**src/rtl/req_gnt_arbiter.sv**
```systemverilog
// Round-robin request/grant arbiter with a bounded hold time per grant.
// A grant ends on request drop or on MAX_HOLD expiry. Every release inserts one idle cycle.
module req_gnt_arbiter #(
  parameter int NUM_REQ  = 4,
  parameter int MAX_HOLD = 8
) (
  input  logic                       clk,
  input  logic                       reset_n,
  input  logic [NUM_REQ-1:0]         req,
  output logic [NUM_REQ-1:0]         gnt,
  output logic [$clog2(NUM_REQ)-1:0] gnt_id,
  output logic                       busy,
  output logic                       preempt
);

  localparam int IDW = $clog2(NUM_REQ);
  localparam int HCW = $clog2(MAX_HOLD + 1);

  localparam logic [0:0] IDLE  = 1'b0;
  localparam logic [0:0] GRANT = 1'b1;

  localparam logic [HCW-1:0] HOLD_MAX = HCW'(MAX_HOLD);
  localparam logic [IDW-1:0] LAST_RST = IDW'(NUM_REQ - 1);
  localparam logic [HCW:0]   RUN_MAX  = (HCW + 1)'(MAX_HOLD);

  logic [0:0]         r_state;
  logic [NUM_REQ-1:0] r_gnt;
  logic [IDW-1:0]     r_gnt_id;
  logic [IDW-1:0]     r_last;
  logic [HCW-1:0]     r_hold_cnt;
  logic               r_preempt;
  logic [HCW:0]       r_run;

  logic [IDW-1:0]     w_winner;
  logic [IDW-1:0]     w_idx;
  logic               w_any_req;
  logic               w_owner_req;

  // The search runs from the farthest offset down to the nearest one.
  // The last match written is therefore the first asserted requester after r_last.
  always_comb begin
    w_winner = '0;
    w_idx    = '0;
    for (int off = NUM_REQ; off >= 1; off--) begin
      w_idx = IDW'((int'(r_last) + off) % NUM_REQ);
      if (req[w_idx]) begin
        w_winner = w_idx;
      end
    end
  end

  assign w_any_req   = |req;
  assign w_owner_req = req[r_gnt_id];

  always_ff @(posedge clk or negedge reset_n) begin
    if (!reset_n) begin
      r_state    <= IDLE;
      r_gnt      <= '0;
      r_gnt_id   <= '0;
      r_last     <= LAST_RST;
      r_hold_cnt <= '0;
      r_preempt  <= 1'b0;
    end else begin
      r_preempt <= 1'b0;
      case (r_state)
        IDLE: begin
          if (w_any_req) begin
            r_state    <= GRANT;
            r_gnt      <= NUM_REQ'(1) << w_winner;
            r_gnt_id   <= w_winner;
            r_hold_cnt <= HCW'(1);
          end
        end
        GRANT: begin
          if (!w_owner_req) begin
            r_state    <= IDLE;
            r_gnt      <= '0;
            r_last     <= r_gnt_id;
            r_hold_cnt <= '0;
          end else if (r_hold_cnt < HOLD_MAX) begin
            r_hold_cnt <= r_hold_cnt + HCW'(1);
          end else begin
            r_state    <= IDLE;
            r_gnt      <= '0;
            r_last     <= r_gnt_id;
            r_hold_cnt <= '0;
            r_preempt  <= 1'b1;
          end
        end
        default: r_state <= IDLE;
      endcase
    end
  end

  assign gnt     = r_gnt;
  assign gnt_id  = r_gnt_id;
  assign busy    = (r_state == GRANT);
  assign preempt = r_preempt;

  // Independent count of consecutive granted cycles, used only by the hold-time property.
  always_ff @(posedge clk or negedge reset_n) begin
    if (!reset_n) begin
      r_run <= '0;
    end else if (r_gnt == '0) begin
      r_run <= '0;
    end else if (r_run <= RUN_MAX) begin
      r_run <= r_run + (HCW + 1)'(1);
    end
  end

  a_gnt_onehot: assert property (@(posedge clk) disable iff (!reset_n) $onehot0(r_gnt));

  a_hold_limit: assert property (@(posedge clk) disable iff (!reset_n) r_run <= RUN_MAX);

  a_preempt_release: assert property (@(posedge clk) disable iff (!reset_n)
    r_preempt |-> (($past(r_gnt) != '0) && (r_gnt == '0)));

  for (genvar i = 0; i < NUM_REQ; i++) begin : g_rise_chk
    a_rise_needs_req: assert property (@(posedge clk) disable iff (!reset_n)
      $rose(r_gnt[i]) |-> $past(req[i]));
  end

endmodule

```
**config.mk**
```make
export PLATFORM = sky130hd
export DESIGN_NAME = req_gnt_arbiter
export DESIGN_NICKNAME = d
export VERILOG_FILES = /design/src/rtl/req_gnt_arbiter.sv
export SDC_FILE = /design/constraint.sdc
export NUM_CORES = 1
export LEC_CHECK = 0
export ABC_AREA = 1
export CORE_MARGIN = 3
export CORE_UTILIZATION = 35
export CTS_CLUSTER_DIAMETER = 150
export DETAILED_ROUTE_END_ITERATION = 16
export RECOVER_POWER = 25
export SLEW_MARGIN = 30
export SYNTH_ARGS = -nofsm -noshare
export SYNTH_HDL_FRONTEND = slang
export SYNTH_SLANG_ARGS = --single-unit
```
**constraint.sdc**
```tcl
create_clock -name clk -period 3.3 [get_ports clk]
set_input_delay 0.66 -clock clk [delete_from_list [all_inputs] [get_ports clk]]
set_output_delay 0.66 -clock clk [all_outputs]
set_load 0.005 [all_outputs]
```
Word-level counts from Yosys, hierarchy flattened
Cells that the tools add are included.
Word-level totals
  flip-flop bits (word level): 14
  output and inout port bits: 8
Cells by class
  add/sub/neg operators: 5
  order comparisons: 6
  equality and inequality tests: 3
  shifts and indexed selects: 1
  muxes and demuxes: 31
  bitwise gates (word level): 1
  reduce and logical (&&, ||, !) cells: 4
Operator list (count)
  $mux 4: 6
  $pmux 4 s2: 2
  $lt 2x3->1 const B: 5
  $mux 2: 6
  $mux 1: 11
  $bmux 1 s2: 5
  $reduce_and 2->1: 3
  $add 2x1->2 const B: 2
  $add 2x2->2 const B: 2
  $add 4x1->4 const B: 1
  $lt 4x4->1 const B: 1
  $ne 2x2->1 const B: 2
  $reduce_or 4->1: 1
  $shl 1x2->4 const A: 1
  $ne 3x3->1 const B: 1
  $pmux 1 s2: 1
  $not 1->1: 1

Depth between registers and ports, before layout
Gate-level depths: netlist of the first run.
  depth in word-level cells: 10
  mapped depth: 12
  depth with buffers taken out: 11

Worst setup path before layout of the first run
OpenSTA, ideal clock, no wires.
  path type: input to register
  from: in req[3]
  to: reg r_hold_cnt[0]
  library setup time: 113 ps
  arrival time: 1376 ps
  required time: 3187 ps
  path slack: 1811 ps
  cell stages on the path: 5
  cells stage by stage: nor2_1 > nand4_1 > mux2_2 > nand2_1 > inv_1
Between the ends
  longest elaborated chain between the ends: 4
  elaborated cells on any way between the ends: 6
  those cells by class: 1 x eq/ne; 4 x mux; 1 x reduce/logical
Ends and longest elaborated chain
  from (decl): line 9  | input logic [NUM_REQ-1:0] req,
  $bmux 1 s2: line 53  | assign w_owner_req = req[r_gnt_id];
  $mux 1 (implied by the code): line 53
  $mux 4: line 75  | if (!w_owner_req) begin
  $pmux 4 s2: line 65  | case (r_state)
  to (signal assigned): line 81  | r_hold_cnt <= r_hold_cnt + HCW'(1);
  to (decl): line 30  | logic [HCW-1:0] r_hold_cnt;
Parallel ways exist; a longest one is shown, timed or not. The select of a mux whose other input is x is not followed.
A chain may end at the register's enable or synchronous reset.

Worst setup path after layout of the first run
  from: reg r_state (netlist: busy)
  to: out busy
RTL lines
  from (decl): line 26  | logic [0:0] r_state;
  from (signal assigned): line 57  | r_state <= IDLE;
  from (signal assigned): line 68  | r_state <= GRANT;
  from (signal assigned): line 76  | r_state <= IDLE;
  to (decl): line 12  | output logic busy,
No word-level cell between the ends.

==> key figures, run 1 <==
Clock network
  • Cts bufs inserted: 3
  • Worst-Skew Late Latency: 270 ps
  • Clk buf depth: 2
  • Clk sinks: 14
  • CTS tree: done
  • Reg clk slew, reported paths: 90 ps
  • Clk Tree Root Cell: clkbuf_4
  • Post-CTS sizing: 0
  • H-Tree Depth: 1
  • Post-CTS Hold Fix Bufs: 0
  • Post-CTS Setup Repair Bufs: 0

Place
  • I/O Buffers: 13
  • Worst slack at placement: 1154 ps
  • Gpl congestion: 0.8096
  • HPWL after DPL: 1.364 mm

Finish
  • Share of post-route cells with drive strength above 1: 0.1805
  • ANT cells: 0
  • Fin nets: 141
  • Synthesis-to-layout area growth: 20.78%
  • Fill cells: 230

Global route
  • First-pass GRT wire length: 3.167 mm
  • Initial antenna violation count: 0
  • Vias in the first global route: 721
  • Largest net degree at the start of global routing: 15
  • Gr ovfl total: 0
  • Overall Global Routing Usage: 0.1243

Setup path
  • CP endpoint kind: output port
  • Worst path bufs/invs: 1
  • Critical path's largest stage delay: 540 ps
  • CP max stage cell: clkdlybuf4s50_1
  • Worst EP required: 2640 ps
  • CP top delay family: buffers and inverters
  • Worst-path cell chain: clkdlybuf4s50_1
  • Setup CP Type: flip-flop to output port
  • CP Launch Type: flip-flop
  • Worst Path Max Fanout: 6
  • WP data arrival: 1240 ps

Timing
  • Min Hold Slack: 492.0 ps
  • Fin. Hold Viols: 0
  • RSZ-0062 raised after global routing: no
  • Final Max Tran Viols: 0
  • Final critical-path setup slack: 1399 ps
  • Setup tns final: 0 ps
  • Max Freq: 0.5260 GHz
  • Final setup viols: 0
  • Final worst path period share: 0.5762
  • Clock skew: 7.463 ps
  • Rel. slew slack: 0.5611
  • Fin crit period: 1901 ps
  • Pin slew with the least headroom to its limit: 656.2 ps

Route
  • 1st-iter DRT viols: 24
  • Routed Antenna Nets: 0
  • Via count: 730
  • Drt pass-1 iters: 4
  • Drt total wl: 1.747 mm
  • Routed length per instance: 10.85 um
  • DRC viols: 0
  • Vias per cell: 4.534

Floorplan
  • Die X: 55.78 um
  • Die Y: 55.78 um
  • Core Footprint: 0.002276 mm^2
  • Boundary Pins: 14
  • DIE AREA: 0.003111 mm^2
  • Site row count: 17
  • Initial core utilization: 0.3810

Yosys
  • Yosys reg bits: 14
  • Syn Nets: 124
  • Synth unique cells: 22
  • Mapped Cells: 117
  • Leading area contributor after synthesis: dfrtp_1
  • YS warnings: 0
  • Sequential area share after synthesis: 0.4069
  • Synth top area cells: dfrtp_1, nand2_1, nand2_2, inv_1, dfstp_2
  • Synth top area share: 0.3463
  • Mean Syn Cell Area: 7.411 um^2
  • Synth Cell Area: 867.1 um^2

Pwr
  • LEAKAGE: 0.5419 nW
  • PD cells: 893.2 mW/mm^2
  • VDD IR max: 0.3850 mV

Outcome
  • Status: finished, final reports clean

Job
  • Max-cap check violation count: 0

Hold path
  • Hold Path Class: flip-flop to flip-flop
-- worst paths after layout --
kind	startpoint	to	slack [ps]	cells past startpoint
min in group asynchronous	reset_n	gnt[2]	840	1
max in group asynchronous	reset_n	busy	2030	1
min reg2reg	gnt[1]	gnt[1]	490	2
max	busy	busy	1400	1
min	gnt[1]	gnt[1]	490	2
max reg2reg	r_last[0]	gnt_id[0]	1740	11
-- layout make-up --
cell class | count | area (um^2) | share of cell area
Timing Repair Buffer | 13 | 130.1 | 0.1243
Inverter | 17 | 71.32 | 0.06810
Tap cell | 28 | 35.03 | 0.03345
Clock buffer | 4 | 26.28 | 0.02509
Multi-Input combinational cell | 85 | 431.7 | 0.4122
Sequential cell | 14 | 352.8 | 0.3369
-- cells in the mapped netlist --
library cell	n
nand4_1	3
nand2_1	42
nand3_1	6
ha_1	1
nand2_4	1
mux2_2	1
a31oi_1	1
o21ai_0	5
inv_1	15
a21oi_1	3
nor2_1	4
dfstp_2	2
buf_6	1
inv_8	1
o21ai_2	2
dfrtp_1	12
nand2_2	10
inv_2	1
o22ai_1	2
a21oi_2	2
xor2_1	1
nand3_2	1
-- flip-flops by register name (all words and copies together), names as in the netlist --
register,cells
busy,1
gnt,4
gnt_id,2
preempt,1
r_hold_cnt,4
r_last,2
-- metrics by stage --
step           instances  instance area (um^2)  power [W]    util
3_5_place_dp         157                  1021  0.0008414  0.4486
5_1_grt              161                  1047   0.001041  0.4601
6_report             161                  1047  0.0009354  0.4601
4_1_cts              161                  1047  0.0009480  0.4601
3_3_place_gp         157                  1021  0.0008366  0.4486
2_1_floorplan        117                 867.1  0.0007000       -
-- cells by family after synthesis --
family                   Yosys count  share of synthesized area
multiplexers                       1                    0.01299
adder cells (fa/ha/maj)            1                    0.01443
buffers and inverters             18                    0.09523
XOR/XNOR                           1                    0.01010
AO/OA/AOI/OAI                     15                     0.1082
AND/OR/NAND/NOR                   67                     0.3521
flip-flops                        14                     0.4069
-- per-layer routing --
| layer | wire length (um) | global-route usage | share of wire |
|---|---|---|---|
| met5 | 0 | 0 | 0 |
| met4 | 6 | 0.04167 | 0.0034 |
| met3 | 40 | 0.01856 | 0.023 |
| met2 | 825 | 0.1993 | 0.47 |
| met1 | 874 | 0.1698 | 0.50 |
-- power by group --
part / leakage (nW) / internal (W) / total [W] / switching [W]
Sequential: 0.177 / 0.000238 / 0.000300 / 0.0000620
Combinational: 0.350 / 0.000217 / 0.000536 / 0.000319
Clock: 0.0150 / 0.0000468 / 0.000100 / 0.0000535
-- worst reg2reg max path: cells and delay by family (launching register included) --
kind | cells | cell delay [ps]
AND/OR/NAND/NOR | 9 | 630
buffers and inverters | 1 | 70
flip-flops | 1 | 670
AO/OA/AOI/OAI | 1 | 60
-- layout by cell type, fill, tap and decap left out --
master / instances
o21ai_0: 5
mux2_2: 1
ha_1: 1
dfstp_2: 2
clkbuf_1: 1
nand2_4: 1
a31oi_1: 1
clkdlybuf4s50_1: 12
nand4_1: 3
clkbuf_4: 3
nand2_1: 42
inv_1: 15
inv_8: 1
a21oi_1: 3
nand2_2: 10
xor2_1: 1
o22ai_1: 2
a21oi_2: 2
nand3_1: 6
dlygate4sd3_1: 1
inv_2: 1
nor2_1: 4
o21ai_2: 2
dfrtp_1: 12
nand3_2: 1
(Power assumes the default switching activity.)
==> run 2, diff against run 1 <==
clock period = 1.78 ns   (was 3.3 ns; I/O delays follow)
==> run 2 against run 1 <==
Compared with the run above:
- clock power is 85% higher
- first-iteration DRC count is 13% lower
- critical path depth stayed put
- die area stayed put
- utilization is 0.49 points higher
- critical path type unchanged
- largest power group unchanged
- highest routed layer unchanged
==> key figures, run 2 (synthesis gave the netlist of run 1 again) <==
Outcome
  • Status: finished, final reports clean

Place
  • I/O Buffers: 13 (unchanged)
  • HPWL after DPL: 1.395 mm (+2.3%)
  • Gpl congestion: 0.8064 (-0.40%)
  • Placed Cells incl. Taps: 159 (+1.3%)

Setup path
  • Worst-path cell chain: clkdlybuf4s50_1
  • Critical path's largest stage delay: 540 ps (about the same)
  • Worst r2r path cells: 11 (unchanged)
  • Setup CP Type: flip-flop to output port
  • CP Launch Type: flip-flop
  • CP top delay family: buffers and inverters
  • WP data arrival: 1240 ps (about the same)
  • Critical path depth in cells: 1 (unchanged)
  • CP endpoint kind: output port
  • Worst Path Max Fanout: 6 (unchanged)
  • CP max stage cell: clkdlybuf4s50_1
  • Worst EP required: 1420 ps (-1220 ps)
  • Worst path bufs/invs: 1 (unchanged)

Hold path
  • Hold depth: 2 (unchanged)
  • Hold Path Class: flip-flop to flip-flop

Floorplan
  • Die X: 55.78 um (unchanged)
  • Boundary Pins: 14 (unchanged)
  • DIE AREA: 0.003111 mm^2 (unchanged)
  • Site row count: 17 (unchanged)
  • Die Y: 55.78 um (unchanged)
  • Initial core utilization: 0.3810 (unchanged)
  • Core Footprint: 0.002276 mm^2 (unchanged)

Finish
  • Synthesis-to-layout area growth: 22.08%
  • ANT cells: 0 (unchanged)
  • Commonest cells after routing, fill and taps aside: nand2_1, inv_1, dfrtp_1, clkdlybuf4s50_1, nand2_2
  • Commonest non-fill, non-tap cell in the layout: nand2_1
  • Reg area: 352.8 um^2 (unchanged)
  • Fin nets: 143 (+1.4%)
  • Share of post-route cells with drive strength above 1: 0.1852 (+0.004734)
  • Fill cells: 227 (-1.3%)
  • Area occupied by multi-input gates: 431.7 um^2 (unchanged)
  • Cell Count, Final, Fillers Out: 163 (+1.2%)

Clock network
  • Clk Tree Root Cell: clkbuf_4
  • Post-CTS Hold Fix Bufs: 0 (unchanged)
  • Cts bufs inserted: 3 (unchanged)
  • Worst-Skew Late Latency: 280 ps (about the same)
  • Reg clk slew, reported paths: 80 ps (about the same)
  • Post-CTS sizing: 0 (unchanged)
  • CTS tree: done
  • H-Tree Depth: 1 (unchanged)
  • Post-CTS Setup Repair Bufs: 0 (unchanged)
  • Clk buf depth: 2 (unchanged)
  • Clk sinks: 14 (unchanged)

Route
  • 1st-iter DRT viols: 21 (-13%)
  • Drt total wl: 1.744 mm (-0.17%)
  • DRC viols: 0 (unchanged)
  • Drt pass-1 iters: 4 (unchanged)
  • Via count: 776 (+6.3%)
  • Routed Antenna Nets: 0 (unchanged)
  • Vias per cell: 4.761 (+5.0%)
  • Routed length per instance: 10.70 um (-1.4%)

Pwr
  • Switching power: 0.0008051 W (+85%)
  • Comb pwr share: 0.573 (about the same)
  • VDD IR max: 0.8394 mV (+120%)
  • Pint: 0.0009323 W (+86%)
  • Seq pwr share: 0.321 (about the same)
  • PD cells: 1641 mW/mm^2 (+84%)
  • Clk pwr share: 0.106 (about the same)
  • LEAKAGE: 0.5473 nW (+0.99%)
  • Sw Ratio: 0.4634 (-0.0006342)

Timing
  • Final worst path period share: 0.8975
  • Final Max Tran Viols: 0 (unchanged)
  • Fin crit period: 1597 ps
  • Max Freq: 0.6260 GHz
  • Min Hold Slack: 487.3 ps (-4.720 ps)
  • Rel. slew slack: 0.4816 (-0.07952)
  • Pin slew with the least headroom to its limit: 777.7 ps (+121.4 ps)
  • Clock skew: 8.088 ps (+0.6255 ps)
  • Final setup viols: 0 (unchanged)
  • Fin. Hold Viols: 0 (unchanged)
  • RSZ-0062 raised after global routing: no

Global route
  • Initial antenna violation count: 0 (unchanged)
  • Largest net degree at the start of global routing: 15 (unchanged)
  • Gr ovfl total: 0 (unchanged)
  • First-pass GRT wire length: 3.084 mm (-2.6%)
  • Overall Global Routing Usage: 0.1220 (-0.002300)
  • Vias in the first global route: 751 (+4.2%)

Job
  • Max-cap check violation count: 0 (unchanged)
## run 2: metal layers
| layer | track usage | part of all wire |
|---|---|---|
| met4 | 0.05208 | 0.016 |
| met3 | 0.02320 | 0.018 |
| met1 | 0.1602 | 0.51 |
| met2 | 0.1943 | 0.46 |
| met5 | 0 | 0 |
## run 2: power groups by stage
| stage | clock, W | combinational [W] | sequential (W) |
|---|---|---|---|
| 2_1_floorplan | 0 | 0.000778 | 0.000520 |
| 3_3_place_gp | 0 | 0.000997 | 0.000560 |
| 3_5_place_dp | 0 | 0.00101 | 0.000562 |
| 4_1_cts | 0.000193 | 0.00101 | 0.000557 |
| 5_1_grt | 0.000205 | 0.00113 | 0.000579 |
| 6_report | 0.000185 | 0.000995 | 0.000557 |
## run 2: final timing paths
check,start,end,slack (ps)
max,busy,busy,180
min,gnt[3],gnt[3],490
max reg2reg,r_last[0],gnt_id[0],230
min reg2reg,gnt[3],gnt[3],490
max in group asynchronous,reset_n,gnt_id[1],630
min in group asynchronous,reset_n,gnt[2],650
## run 2: final cells by class
class                      instances  area share
clock buffer                       4     0.02482
inverter                          17     0.06738
sequential                        14      0.3333
timing repair buffer              15      0.1336
multi-input combinational         85      0.4078
tap                               28     0.03310
## run 2: through the flow
step	setup WS [ps]	area, um^2	power [W]	util	TNS, ps
finish	182.5	1059	0.001737	0.4651	0
global route	79.70	1059	0.001915	0.4651	0
CTS	167.4	1062	0.001762	0.4667	0
detailed placement	-37.15	1036	0.001569	0.4552	-130.9
global placement	-26.05	1036	0.001557	0.4552	-80.11
floorplan	369.4	867.1	0.001298	-	0
